==> src/rtl/div_pkg.sv <==
// Shared definitions for the sequential non-restoring divider.
//   DEF_WIDTH : default operand/quotient/remainder width
//   S_*       : controller state encodings
package div_pkg;

   localparam int DEF_WIDTH = 32;

   localparam logic [1:0] S_IDLE    = 2'd0;
   localparam logic [1:0] S_RUN     = 2'd1;
   localparam logic [1:0] S_CORRECT = 2'd2;
   localparam logic [1:0] S_FIN     = 2'd3;

endpackage

==> src/rtl/nr_divider_seq_if.sv <==
// Start/done handshake between the ALU control FSM (master) and the divider (slave).
//   start, dividend, divisor              : master -> divider
//   busy, done, quotient, remainder,
//   div_by_zero                           : divider -> master
interface nr_divider_seq_if
   import div_pkg::*;
#(
   parameter int WIDTH = DEF_WIDTH
);

   logic             start;
   logic [WIDTH-1:0] dividend;
   logic [WIDTH-1:0] divisor;
   logic             busy;
   logic             done;
   logic [WIDTH-1:0] quotient;
   logic [WIDTH-1:0] remainder;
   logic             div_by_zero;

   modport master (
      output start, dividend, divisor,
      input  busy, done, quotient, remainder, div_by_zero
   );

   modport slave (
      input  start, dividend, divisor,
      output busy, done, quotient, remainder, div_by_zero
   );

endinterface

==> src/rtl/nr_addsub.sv <==
// Combinational W-bit adder/subtractor.
//   a, b : operands
//   sub  : 0 -> s = a + b, 1 -> s = a - b (b inverted, sub used as carry-in)
//   s    : sum/difference, cout : carry out
module nr_addsub #(
   parameter int W = 33
) (
   input  logic [W-1:0] a,
   input  logic [W-1:0] b,
   input  logic         sub,
   output logic [W-1:0] s,
   output logic         cout
);

   logic [W-1:0] b_x;

   assign b_x       = b ^ {W{sub}};
   assign {cout, s} = {1'b0, a} + {1'b0, b_x} + {{W{1'b0}}, sub};

endmodule

==> src/rtl/nr_divider_seq.sv <==
// Sequential unsigned non-restoring divider, one add/sub per cycle.
//   clk   : system clock, rising edge
//   rst_b : asynchronous active-low reset
//   bus   : slave side of the start/done handshake (operands in, results out)
// A divisor of 0 skips iteration: quotient = all ones, remainder = dividend.
module nr_divider_seq
   import div_pkg::*;
#(
   parameter int WIDTH = DEF_WIDTH,
   parameter int CNT_W = 6
) (
   input  logic              clk,
   input  logic              rst_b,
   nr_divider_seq_if.slave   bus
);

   logic [1:0]       state;
   logic [WIDTH:0]   a_reg;      // partial remainder, two's complement
   logic [WIDTH-1:0] q_reg;
   logic [WIDTH-1:0] m_reg;
   logic [CNT_W-1:0] cnt;
   logic [WIDTH-1:0] quot_r;
   logic [WIDTH-1:0] rem_r;
   logic             dbz_r;

   logic [WIDTH:0]   a_shift;
   logic [WIDTH:0]   add_a;
   logic [WIDTH:0]   add_s;
   logic             add_sub;
   logic             unused_cout;

   // The single adder serves both the RUN iteration and the CORRECT restore add.
   always_comb begin
      a_shift = {a_reg[WIDTH-1:0], q_reg[WIDTH-1]};
      add_a   = a_shift;
      add_sub = ~a_reg[WIDTH];
      if (state == S_CORRECT) begin
         add_a   = a_reg;
         add_sub = 1'b0;
      end
   end

   nr_addsub #(.W(WIDTH + 1)) u_addsub (
      .a    (add_a),
      .b    ({1'b0, m_reg}),
      .sub  (add_sub),
      .s    (add_s),
      .cout (unused_cout)
   );

   always_ff @(posedge clk or negedge rst_b) begin
      if (!rst_b) begin
         state  <= S_IDLE;
         a_reg  <= '0;
         q_reg  <= '0;
         m_reg  <= '0;
         cnt    <= '0;
         quot_r <= '0;
         rem_r  <= '0;
         dbz_r  <= 1'b0;
      end else begin
         case (state)
            S_IDLE: begin
               if (bus.start) begin
                  if (bus.divisor != '0) begin
                     a_reg <= '0;
                     q_reg <= bus.dividend;
                     m_reg <= bus.divisor;
                     cnt   <= CNT_W'(WIDTH);
                     dbz_r <= 1'b0;
                     state <= S_RUN;
                  end else begin
                     quot_r <= '1;
                     rem_r  <= bus.dividend;
                     dbz_r  <= 1'b1;
                     state  <= S_FIN;
                  end
               end
            end
            S_RUN: begin
               a_reg <= add_s;
               q_reg <= {q_reg[WIDTH-2:0], ~add_s[WIDTH]};
               cnt   <= cnt - 1'b1;
               if (cnt == CNT_W'(1)) state <= S_CORRECT;
            end
            S_CORRECT: begin
               quot_r <= q_reg;
               rem_r  <= a_reg[WIDTH] ? add_s[WIDTH-1:0] : a_reg[WIDTH-1:0];
               state  <= S_FIN;
            end
            default: state <= S_IDLE;   // S_FIN
         endcase
      end
   end

   assign bus.busy        = (state != S_IDLE);
   assign bus.done        = (state == S_FIN);
   assign bus.quotient    = quot_r;
   assign bus.remainder   = rem_r;
   assign bus.div_by_zero = dbz_r;

endmodule
==> src/flat_wrapper.sv <==
// flat-port wrapper written by rule: the top's interface ports become plain ports
module nr_divider_seq_flat import div_pkg::*;
#(
   parameter int WIDTH = DEF_WIDTH,
   parameter int CNT_W = 6
)
  (clk, rst_b, bus_start, bus_dividend, bus_divisor, bus_busy, bus_done, bus_quotient, bus_remainder, bus_div_by_zero);
  nr_divider_seq_if #(.WIDTH(WIDTH)) bus_i ();
  input  logic clk;
  input  logic rst_b;
  input wire logic [$bits(bus_i.start)-1:0] bus_start;
  input wire logic [$bits(bus_i.dividend)-1:0] bus_dividend;
  input wire logic [$bits(bus_i.divisor)-1:0] bus_divisor;
  output wire logic [$bits(bus_i.busy)-1:0] bus_busy;
  output wire logic [$bits(bus_i.done)-1:0] bus_done;
  output wire logic [$bits(bus_i.quotient)-1:0] bus_quotient;
  output wire logic [$bits(bus_i.remainder)-1:0] bus_remainder;
  output wire logic [$bits(bus_i.div_by_zero)-1:0] bus_div_by_zero;
  assign bus_i.start = bus_start;
  assign bus_i.dividend = bus_dividend;
  assign bus_i.divisor = bus_divisor;
  assign bus_busy = bus_i.busy;
  assign bus_done = bus_i.done;
  assign bus_quotient = bus_i.quotient;
  assign bus_remainder = bus_i.remainder;
  assign bus_div_by_zero = bus_i.div_by_zero;
  nr_divider_seq #(.WIDTH(WIDTH), .CNT_W(CNT_W)) u_core (.clk(clk), .rst_b(rst_b), .bus(bus_i));
endmodule
==> config.mk <==
export PLATFORM = sky130hd
export DESIGN_NAME = nr_divider_seq_flat
export DESIGN_NICKNAME = d
export VERILOG_FILES = /design/src/rtl/div_pkg.sv /design/src/rtl/nr_divider_seq_if.sv /design/src/rtl/nr_addsub.sv /design/src/rtl/nr_divider_seq.sv /design/src/flat_wrapper.sv
export SDC_FILE = /design/constraint.sdc
export NUM_CORES = 1
export LEC_CHECK = 0
export CAP_MARGIN = 10
export CORE_MARGIN = 2
export CORE_UTILIZATION = 29
export CTS_CLUSTER_SIZE = 16
export DETAILED_ROUTE_END_ITERATION = 7
export DONT_BUFFER_PORTS = 1
export GPL_TIMING_DRIVEN = 0
export PLACE_DENSITY = 0.41
export REMOVE_ABC_BUFFERS = 1
export SYNTH_ARGS = -nofsm -noshare
export SYNTH_HDL_FRONTEND = slang
export SYNTH_SLANG_ARGS = --single-unit
==> constraint.sdc <==
create_clock -name clk -period 3.7 [get_ports clk]
set_input_delay 0.925 -clock clk [delete_from_list [all_inputs] [get_ports clk]]
set_output_delay 0.925 -clock clk [all_outputs]
set_load 0.01 [all_outputs]
==> impl_results.md <==
* Reg area at 0.00426 sq mm
* Register clock-pin slew on the reported worst setup and hold paths at 0.07 ns
* Longest Clk Path Bufs at 2
* Antenna Violating Nets Remaining at 0
* Fin cells at 1458
* Final GP Congestion at 0.777
* Die Height at 188 microns
* Fin crit period at 3.61 ns
* Port Buffer Count at 0
* Maximum clock frequency at 277 MHz
* # nets final at 1104
* Worst skew pair latency at 0.44 ns
* Fillers at 3477
* Critical Path Start Type: register
* Worst vdd ir at 0.241 mV
* Launch point of the worst reg-to-reg path: u_core.state[1]$_DFFE_PN0P_
* Critical-path top delay cell: fa_1
* Worst path required time at 4.06 ns
* Initial antenna violation count at 1
* Critical Path Max Stage Delay at 0.47 ns
* Endpoint type of the worst setup path: register
* Synth top area share at 0.435
* Sequential share of the synthesized area at 0.435
* Final hold vios at 0
* Antenna cells at 0
* Synth Area per Inst at 9.63 sq um
* CORE AREA at 0.0334 sq mm
* Post-DP HPWL at 21000 microns
* Worst slew pin tran at 0.957 ns
* GR Util All Layers at 0.174
* Crit-path max FO at 7
* Area grow syn2layout at 17.4%
* Wirelength per Cell at 20.8 microns
* Initial core utilization at 0.293
* DRT iter0 DRCs at 465
* #FFs+latches synth at 170
* Max reg flops at 33
* Worst reg-to-reg setup slack at 0.09 ns
* Crit-path cells: ha_4 > buf_4 > nor2_4 > xor2_1 > inv_1 > fa_1 > nor2b_2 > o2111ai_2 > a31oi_4 > o2111ai_4 > a21oi_2 > nor3_4 > or3_1 > a21o_1 > a31oi_1
* Leading cell type in the layout, fill and taps excluded: dfrtp_1
* Design Area, Final at 0.0115 sq mm
* Num rows at 67
* Most frequent cells in the layout: dfrtp_1, nand2_1, a21oi_1, nor2_1, mux2_2
* Remaining DRCs at 0
* Synth area leader: dfrtp_1
* Lkg Pwr at 0.00510 uW
* First-pass GRT wire length at 47700 microns
* Routed vias at 7483
* Via/cell ratio at 5.13
* Setup violations, final at 0
* Total grt overflow at 0
* Post-synth EDFFs at 0
* Worst reg2reg endpoint: u_core.bus.remainder[26]$_DFFE_PN0P_
* Worst Skew at 0.0113 ns
* Number of global-route vias before repair at 7541
* CTS tree: yes
* Yosys warns at 0
* Synth async-reset ratio at 1.00
* Crit path kind: register to register
* # hold bufs at CTS at 0
* Rel. slew slack at 0.362
* Fin crit share at 0.977
* Placed instance area at 0.0103 sq mm
* Drt total wl at 30300 microns
* Share of post-route cells with drive strength above 1 at 0.209
* Die area at 0.0352 sq mm
* Chip Width at 188 microns
* Synth Instances at 1016
* Mapped cell area at 0.00979 sq mm
* Multi-input logic area at 0.00543 sq mm
* H-tree depth at 4
* Pwr per Cell Area at 326 mW/mm^2
* Pre-antenna DRT Iters at 4
* HP Class: primary input to asynchronous set/reset pin
* Placed insts at 1405
* Top FF cell, synth: dfrtp_1
* Max-capacitance violation count at 0
* # IOs at 134
* Largest net degree at the start of global routing at 171
* Status: completed
* Reg2Reg Depth at 15
* Distinct cells, synth at 71
* Clock root cell: clkbuf_16
* Dominant cells by area after synthesis: dfrtp_1, mux2_2, ha_1, a21oi_1, xor2_1
* RSZ-0062 raised after global routing: yes
* Number of CTS-inserted buffers at 17
* WP data arrival at 3.97 ns
* Clk sink count at 170
* Final max-slew violation count at 0
layer usage:
| metal | GRT usage | routed length, microns | up-vias | share of wire |
|---|---|---|---|---|
| met4 | 0.0369 | 323 | 2 | 0.011 |
| met5 | 0 | 7 | - | 0.00023 |
| li1 | - | - | 3619 | - |
| met1 | 0.247 | 14600 | 3695 | 0.48 |
| met2 | 0.264 | 13400 | 144 | 0.44 |
| met3 | 0.0496 | 1950 | 23 | 0.064 |
cell families (layout without fill, tap and decap cells):
kind of cell,Yosys count,count (layout),synth area share
simple gates,230,231,0.109
fa+ha+maj,39,39,0.0506
mux,79,79,0.0887
buf+inv,118,111,0.0515
xor+xnor,68,68,0.0616
compound gates,312,312,0.204
flops,170,170,0.435
worst max-delay path, delay by kind of cell (launching register included):
family	cells	cell delay (ns)
AOI/OAI and AO/OA	6	1.13
and+or+nand+nor	4	0.82
adders and majority gates	2	0.66
DFF	1	0.43
buffers and inverters	2	0.25
xor gates and xnor gates	1	0.22
how the worst max path moves through the flow:
| stage | from | cells past startpoint | end | slack [ns] |
|---|---|---|---|---|
| 2_1_floorplan | bus_divisor[24] | 8 | u_core.a_reg[30]$_DFFE_PN0P_ | -3.14 |
| 4_1_cts | u_core.state[1]$_DFFE_PN0P_ | 15 | u_core.bus.remainder[30]$_DFFE_PN0P_ | 0.01 |
| 3_5_place_dp | bus_divisor[1] | 10 | u_core.a_reg[30]$_DFFE_PN0P_ | -1.03 |
| 5_1_grt | u_core.state[0]$_DFFE_PN0P_ | 16 | u_core.bus.remainder[26]$_DFFE_PN0P_ | -0.08 |
| 6_report | u_core.state[1]$_DFFE_PN0P_ | 15 | u_core.bus.remainder[26]$_DFFE_PN0P_ | 0.09 |
| 3_3_place_gp | bus_divisor[1] | 7 | u_core.a_reg[24]$_DFFE_PN0P_ | -9.35 |
report_power, final:
part	total, uW	switching (uW)	internal (uW)
Sequential	1860	2.94	1860
Clock	1870	835	1040
Combinational	8.32	3.29	5.02
synth_stat cells, types with 14 or more instances:
cell type / n
nor2_1: 74
o21ai_0: 55
nand3_1: 17
a31oi_1: 38
inv_1: 47
xnor2_1: 26
nand2_1: 75
a22o_1: 18
buf_1: 14
clkbuf_1: 39
xor2_1: 41
ha_1: 38
a21oi_1: 78
mux2i_1: 17
a21o_1: 21
o22ai_1: 33
dfrtp_1: 170
mux2_2: 62
metrics by stage:
stage                     power, uW  worst slack [ns]   util  hold slack, ns  TNS (ns)
final                          3740            0.0860  0.344           0.182         0
after global placement         1910             -9.35  0.300           0.472   -988.75
after CTS                      3790            0.0119  0.338           0.163         0
after global routing           3880           -0.0821  0.344           0.154    -0.336
after detailed placement       1910             -1.03  0.310           0.487    -68.02
after floorplan                1910             -3.14      -           0.456   -353.90
cell type report:
class	instances	area share
Inverter	49	0.0163
Timing Repair Buffer	31	0.0398
Multi-Input combinational cell	729	0.473
Clock inverter	12	0.0122
Tap cell	448	0.0488
Clock buffer	19	0.0394
Sequential cell	170	0.371
repair_timing:
item                       in CTS  in global routing
pin swaps                      21                 13
buffers inserted               19                  2
hold endpoints to repair        0                  0
cloned                          2                  0
gates resized for setup        33                 41
setup endpoints to repair      88                 34
(Power assumes the default switching activity.)
